[src/rtl/alu_cmd_ctrl.sv]
// alu_cmd_ctrl: assembles opcode/A/B frames from RX bytes, drives the ALU, returns the result on TX.
// Build option: define ALU_CMD_CARRY_EN to append {7'b0, Carry_OUT} to arithmetic responses.
module alu_cmd_ctrl #(
    parameter int IN_WIDTH    = 16,
    parameter int OUT_WIDTH_A = 32,
    parameter int OUT_WIDTH   = 16,
    parameter int TIMEOUT     = 4
) (
    input  logic                       CLK,
    input  logic                       RST,
    input  logic [7:0]                 RX_DATA,
    input  logic                       RX_VALID,
    output logic signed [IN_WIDTH-1:0] A,
    output logic signed [IN_WIDTH-1:0] B,
    output logic [3:0]                 ALU_FUN,
    input  logic [OUT_WIDTH_A-1:0]     Arith_OUT,
    input  logic [OUT_WIDTH-1:0]       Logic_OUT,
    input  logic [OUT_WIDTH-1:0]       CMP_OUT,
    input  logic [OUT_WIDTH-1:0]       Shift_OUT,
    input  logic                       Carry_OUT,
    input  logic                       Arith_Flag,
    input  logic                       Logic_Flag,
    input  logic                       CMP_Flag,
    input  logic                       Shift_Flag,
    output logic [7:0]                 TX_DATA,
    output logic                       TX_VALID,
    input  logic                       TX_READY,
    output logic                       BUSY,
    output logic [7:0]                 ERR_CNT
);
    localparam int IN_BYTES = IN_WIDTH / 8;
`ifdef ALU_CMD_CARRY_EN
    localparam int ARITH_W = OUT_WIDTH_A + 8;
`else
    localparam int ARITH_W = OUT_WIDTH_A;
`endif
    localparam int SR_W     = (ARITH_W > OUT_WIDTH) ? ARITH_W : OUT_WIDTH;
    localparam int SR_BYTES = SR_W / 8;
    localparam int BC_W     = $clog2(IN_BYTES + 1);
    localparam int LEN_W    = $clog2(SR_BYTES + 1);

    localparam logic [BC_W-1:0]  LAST_LANE  = BC_W'(IN_BYTES - 1);
    localparam logic [3:0]       WAIT_LAST  = 4'(TIMEOUT - 1);
    localparam logic [LEN_W-1:0] ARITH_LAST = LEN_W'(ARITH_W / 8 - 1);
    localparam logic [LEN_W-1:0] OTHER_LAST = LEN_W'(OUT_WIDTH / 8 - 1);

    typedef enum logic [2:0] {IDLE, GET_A, GET_B, EXEC, WAIT, SEND} state_t;

    state_t           state;
    logic [BC_W-1:0]  byte_cnt;
    logic [3:0]       wait_cnt;
    logic [LEN_W-1:0] tx_left;
    logic [SR_W-1:0]  tx_sr;

    logic             flag_hit;
    logic [SR_W-1:0]  result;
    logic [LEN_W-1:0] result_last;
    logic             timeout_hit;
    logic             bad_sync;
    logic             overrun;
    logic             err_inc;

`ifndef ALU_CMD_CARRY_EN
    logic unused_carry;
    assign unused_carry = Carry_OUT;
`endif

    always_comb begin
        // NOTE: every signal driven here gets a default first, so no path can infer a latch.
        flag_hit    = 1'b0;
        result      = '0;
        result_last = OTHER_LAST;
        case (ALU_FUN[3:2])
            2'b00: begin
                flag_hit    = Arith_Flag;
`ifdef ALU_CMD_CARRY_EN
                result      = SR_W'({7'b0, Carry_OUT, Arith_OUT});
`else
                result      = SR_W'(Arith_OUT);
`endif
                result_last = ARITH_LAST;
            end
            2'b01: begin
                flag_hit = Logic_Flag;
                result   = SR_W'(Logic_OUT);
            end
            2'b10: begin
                flag_hit = CMP_Flag;
                result   = SR_W'(CMP_OUT);
            end
            default: begin
                flag_hit = Shift_Flag;
                result   = SR_W'(Shift_OUT);
            end
        endcase
    end

    // A timeout and an overrun byte may land in the same WAIT cycle; they count as one error.
    assign timeout_hit = (state == WAIT) && !flag_hit && (wait_cnt == WAIT_LAST);
    assign bad_sync    = RX_VALID && (state == IDLE) && (RX_DATA[7:4] != 4'hA);
    assign overrun     = RX_VALID && ((state == EXEC) || (state == WAIT) || (state == SEND));
    assign err_inc     = bad_sync || overrun || timeout_hit;
    assign BUSY        = (state != IDLE);

    // NOTE: sequential state uses non-blocking assignments so every register samples pre-edge values.
    always_ff @(posedge CLK or negedge RST) begin
        if (!RST) begin
            state    <= IDLE;
            A        <= '0;
            B        <= '0;
            ALU_FUN  <= '0;
            byte_cnt <= '0;
            wait_cnt <= '0;
            tx_left  <= '0;
            tx_sr    <= '0;
            TX_DATA  <= '0;
            TX_VALID <= 1'b0;
            ERR_CNT  <= '0;
        end else begin
            if (err_inc && (ERR_CNT != 8'hFF))
                ERR_CNT <= ERR_CNT + 8'd1;

            case (state)
                IDLE: begin
                    if (RX_VALID && (RX_DATA[7:4] == 4'hA)) begin
                        ALU_FUN  <= RX_DATA[3:0];
                        byte_cnt <= '0;
                        state    <= GET_A;
                    end
                end
                GET_A: begin
                    if (RX_VALID) begin
                        for (int i = 0; i < IN_BYTES; i++)
                            if (byte_cnt == BC_W'(i)) A[8*i +: 8] <= RX_DATA;
                        if (byte_cnt == LAST_LANE) begin
                            byte_cnt <= '0;
                            state    <= GET_B;
                        end else begin
                            byte_cnt <= byte_cnt + BC_W'(1);
                        end
                    end
                end
                GET_B: begin
                    if (RX_VALID) begin
                        for (int i = 0; i < IN_BYTES; i++)
                            if (byte_cnt == BC_W'(i)) B[8*i +: 8] <= RX_DATA;
                        if (byte_cnt == LAST_LANE) begin
                            byte_cnt <= '0;
                            state    <= EXEC;
                        end else begin
                            byte_cnt <= byte_cnt + BC_W'(1);
                        end
                    end
                end
                EXEC: begin
                    wait_cnt <= '0;
                    state    <= WAIT;
                end
                WAIT: begin
                    if (flag_hit) begin
                        TX_DATA  <= result[7:0];
                        tx_sr    <= result >> 8;
                        tx_left  <= result_last;
                        TX_VALID <= 1'b1;
                        state    <= SEND;
                    end else if (wait_cnt == WAIT_LAST) begin
                        TX_DATA  <= 8'hEE;
                        tx_sr    <= '0;
                        tx_left  <= '0;
                        TX_VALID <= 1'b1;
                        state    <= SEND;
                    end else begin
                        wait_cnt <= wait_cnt + 4'd1;
                    end
                end
                SEND: begin
                    if (TX_READY) begin
                        if (tx_left == '0) begin
                            TX_VALID <= 1'b0;
                            state    <= IDLE;
                        end else begin
                            TX_DATA <= tx_sr[7:0];
                            tx_sr   <= tx_sr >> 8;
                            tx_left <= tx_left - LEN_W'(1);
                        end
                    end
                end
                default: state <= IDLE;
            endcase
        end
    end
endmodule

[config.mk]
export PLATFORM = sky130hd
export DESIGN_NAME = alu_cmd_ctrl
export DESIGN_NICKNAME = d
export VERILOG_FILES = /design/src/rtl/alu_cmd_ctrl.sv
export SDC_FILE = /design/constraint.sdc
export NUM_CORES = 1
export LEC_CHECK = 0
export BUFFER_PORTS_ARGS = -buffer_cell sky130_fd_sc_hd__buf_2
export CAP_MARGIN = 20
export CORE_ASPECT_RATIO = 1.5
export CORE_MARGIN = 10
export CORE_UTILIZATION = 45
export DETAILED_ROUTE_END_ITERATION = 10
export GPL_ROUTABILITY_DRIVEN = 0
export PLACE_DENSITY_LB_ADDON = 0.08
export REMOVE_ABC_BUFFERS = 1
export SYNTH_ARGS = -nofsm -noshare
export SYNTH_HDL_FRONTEND = slang
export SYNTH_SLANG_ARGS = --single-unit
[constraint.sdc]
create_clock -name CLK -period 2.1 [get_ports CLK]
set_input_delay 0.21 -clock CLK [delete_from_list [all_inputs] [get_ports CLK]]
set_output_delay 0.21 -clock CLK [all_outputs]
set_load 0.02 [all_outputs]
==> results by group <==
Status
  • Result of the run: complete, no violations

Pwr
  • Highest ir drop seen on vdd: 0.924 mV
  • Internal power: 5.30 mW
  • Switching part of the total power: 40.5%
  • Power share of the combinational group: 48.2%
  • Clock network power share: 17.7%
  • Net Sw Power: 3.61 mW
  • Power per standard cell area: 1520 nW/µm²
  • Reported leakage power: 2.81 nW
  • Share of power burned in registers: 34.1%

Timing
  • Worst Tran Pin Value: 684 ps
  • Shortest clock period the worst path allows after layout: 2050 ps
  • Final setup violating endpoints: 0
  • Fin worst setup slack: 54.2 ps
  • Final Hold Fails: 0
  • Maximum clock frequency: 489 MHz
  • RSZ-0062 raised after global routing: yes
  • Normalized max-slew margin: 54.3%
  • Final worst-path cycle share: 97.4%
  • Number of slew-limit violations in the final report: 0
  • Setup_tns: 0 ps
  • Worst clock skew: 8.92 ps

Detailed routing
  • Initial DRC count: 128
  • Final ANT Viol Nets: 0
  • DR vias/cell: 5.47
  • Overall routed net length: 12,500 µm
  • 1st-pass router iterations: 4
  • WL per Instance: 18.4 µm
  • Total number of vias: 3,706
  • DR DRC count: 0

Setup path
  • Master of the slowest instance on the critical path: mux4_2
  • Critical path data arrival time: 2270 ps
  • Count of buffer and inverter cells on the critical path: 1
  • Critical Path End Type: flip-flop
  • Launching point of the worst reg2reg path: ALU_FUN[2]$_DFFE_PN0P_
  • Reg2Reg Setup Slack: 50 ps
  • Dominant delay contributor by cell family on the critical path: multiplexers
  • Required time reported for the critical path endpoint: 2330 ps
  • Kind of launch point of the worst setup path: flip-flop
  • Crit Path Category: flip-flop to flip-flop
  • Worst path max stage delay: 560 ps
  • Max FO, Critical Path: 7
  • Endpoint of the worst register-to-register path: ERR_CNT[1]$_DFFE_PN0P_
  • Critical-path cell list: mux4_2, buf_6, a2111oi_4, a21o_2, mux2_4
  • Cells on worst reg2reg path: 5

Global route
  • Pin count of the biggest net entering global routing: 58
  • Number of global-route vias before repair: 4,086
  • GRT Total Usage: 17.5%
  • Initial antenna violation count: 0
  • Wire length of the first global-routing pass: 20,000 µm
  • Global route overflow: 0

Synth
  • Sequential-to-total area share from yosys stat: 50.7%
  • Flops & latches, synth: 89
  • Distinct cell type count of the synthesized netlist: 44
  • Synthesized area: 4390 µm²
  • Fraction of registers with async set or reset after synthesis: 100%
  • Count of flip-flops with a built-in enable after synthesis: 0
  • Count of mapped cells out of synthesis: 386
  • Synthesized area divided by synthesized cell count: 11.4 µm²
  • Top FF cell, synth: dfrtp_1
  • YS warnings: 0

Job
  • Max Cap Viol: 0

Floorplan
  • Die X-Extent: 101 µm
  • Standard-cell row count: 44
  • Placeable core region: 9630 µm²
  • Num ports: 151
  • Initial Utilization: 45.6%
  • Die Y: 141 µm
  • Full die area: 14,200 µm²

CTS
  • Post-CTS clock slew at the launch and capture registers of the worst setup and hold paths: 70 ps
  • CTS Buf Count: 9
  • Insertion delay of the later-clocked pin in the worst-skew pair: 350 ps
  • Deepest clock path buffer count: 2
  • Count of clock tree sinks: 89
  • Root Buffer Master: clkbuf_16
  • TritonCTS clock tree: built
  • Count of H-tree levels built during CTS: 3

Cells and area
  • Growth of design area from synthesis to finish: 33.2%
  • Layout cell share with drive strength beyond 1: 48.3%
  • Area taken by flip-flops and latches: 2230 µm²
  • Diodes inserted: 0
  • Highest-count cells in the layout ignoring fill and taps: buf_2 (148), dfrtp_1 (88), nand2_1 (47)
  • Leading cell type in the layout, fill and taps excluded: buf_2
  • Fill cell count: 841
  • Area of all placed cells without fillers: 5850 µm²
  • Nets@finish: 659
  • Total area of multi-input combinational cells: 2090 µm²

Worst hold path
  • Cell depth of the worst hold path: 3
  • Hold Startpoint: Arith_OUT[30]
  • Worst min-delay path class: input pin to flip-flop
  • Sink of the worst hold path: tx_sr[22]$_DFFE_PN0P_

Placed design
  • Final HPWL from detailed placement: 9050 µm
  • Post-placement cell area: 5390 µm²
  • Worst Setup Slack post-DPL: -150 ps
  • Port buffer count: 149
synthesized netlist by cell type (all sizes together), types with 5 or more instances:
master | instances | share of area [%]
a21oi | 7 | 0.80
a221oi | 9 | 1.8
a31oi | 12 | 1.7
buf | 12 | 2.1
clkbuf | 11 | 0.97
dfrtp | 89 | 51
mux2 | 37 | 9.5
mux4 | 17 | 8.7
nand2 | 47 | 4.0
nand3 | 24 | 2.7
nand3b | 8 | 1.4
nor2 | 34 | 2.9
nor3 | 5 | 0.57
o21ai | 21 | 2.4
xnor2 | 5 | 1.0
repair_timing:
action / 4_1_cts / 5_1_grt
cloned: 1 / 1
setup endpoints to repair: 18 / 43
setup buffers: 4 / 3
hold buffers: 1 / 0
gates resized for setup: 5 / 9
pin swaps: 1 / 2
hold endpoints to repair: 32 / 0
sequential cells by signal, indices dropped and copies added, names as in the netlist:
name      count
ERR_CNT       8
wait_cnt      4
tx_sr        24
TX_DATA       8
B            16
byte_cnt      2
tx_left       3
A            16
state         3
ALU_FUN       4
TX_VALID      1
logic make-up after synthesis:
group                    Yosys count  share of synthesized area, %
flip-flops                        89                          50.7
adder cells (fa/ha/maj)            4                          1.14
buffers and inverters             28                          3.45
XOR/XNOR                           6                          1.20
AO/OA/AOI/OAI                     61                          9.18
AND/OR/NAND/NOR                  142                          15.6
multiplexers                      56                          18.7
worst max-delay path by stage:
stage / start / endpoint / cells after the start
after global placement: wait_cnt[0]$_DFFE_PN0P_ / tx_sr[2]$_DFFE_PN0P_ / 7
final: ALU_FUN[2]$_DFFE_PN0P_ / ERR_CNT[1]$_DFFE_PN0P_ / 5
after global routing: ALU_FUN[2]$_DFFE_PN0P_ / ERR_CNT[1]$_DFFE_PN0P_ / 5
after detailed placement: wait_cnt[1]$_DFFE_PN0P_ / tx_sr[6]$_DFFE_PN0P_ / 7
after floorplan: ALU_FUN[2]$_DFFE_PN0P_ / tx_left[1]$_DFFE_PN0P_ / 5
after CTS: state[0]$_DFFE_PN0P_ / A[10]$_DFFE_PN0P_ / 4
final cells by class:
type	count	share of cell area, %
tap	115	2.46
sequential	89	38.1
multi-input combinational	270	35.8
inverter	5	0.385
clock inverter	7	1.18
clock buffer	9	3.85
timing repair buffer	183	18.2
metal layers:
layer	GRT usage, %	part of all wire, %	vias up
met5	0	0	-
met4	5.97	1.7	0
met3	6.75	8.8	14
met2	29.0	50	117
met1	19.8	40	1824
li1	-	-	1751
through the flow:
step	util [%]	hold WS (ps)	cells	power [mW]
floorplan	-	-85.6	363	5.56
global placement	55.9	178	652	7.01
detailed placement	55.9	186	652	7.12
CTS	59.8	82.4	674	8.86
global route	60.7	89.5	678	9.54
finish	60.7	91.6	678	8.91
tightest hold or removal path: cells and delay by family:
kind / cells / cell delay [ps]
buf+inv: 1 / 80
simple gates: 2 / 110
power by group through the flow:
stage / combinational (mW) / sequential [mW] / clock [mW]
after global placement: 4.02 / 2.99 / 0
final: 4.30 / 3.03 / 1.58
after global routing: 4.72 / 3.13 / 1.68
after detailed placement: 4.09 / 3.04 / 0
after floorplan: 1.86 / 3.70 / 0
after CTS: 4.23 / 3.02 / 1.61
Power figures use the tool's default switching activity.
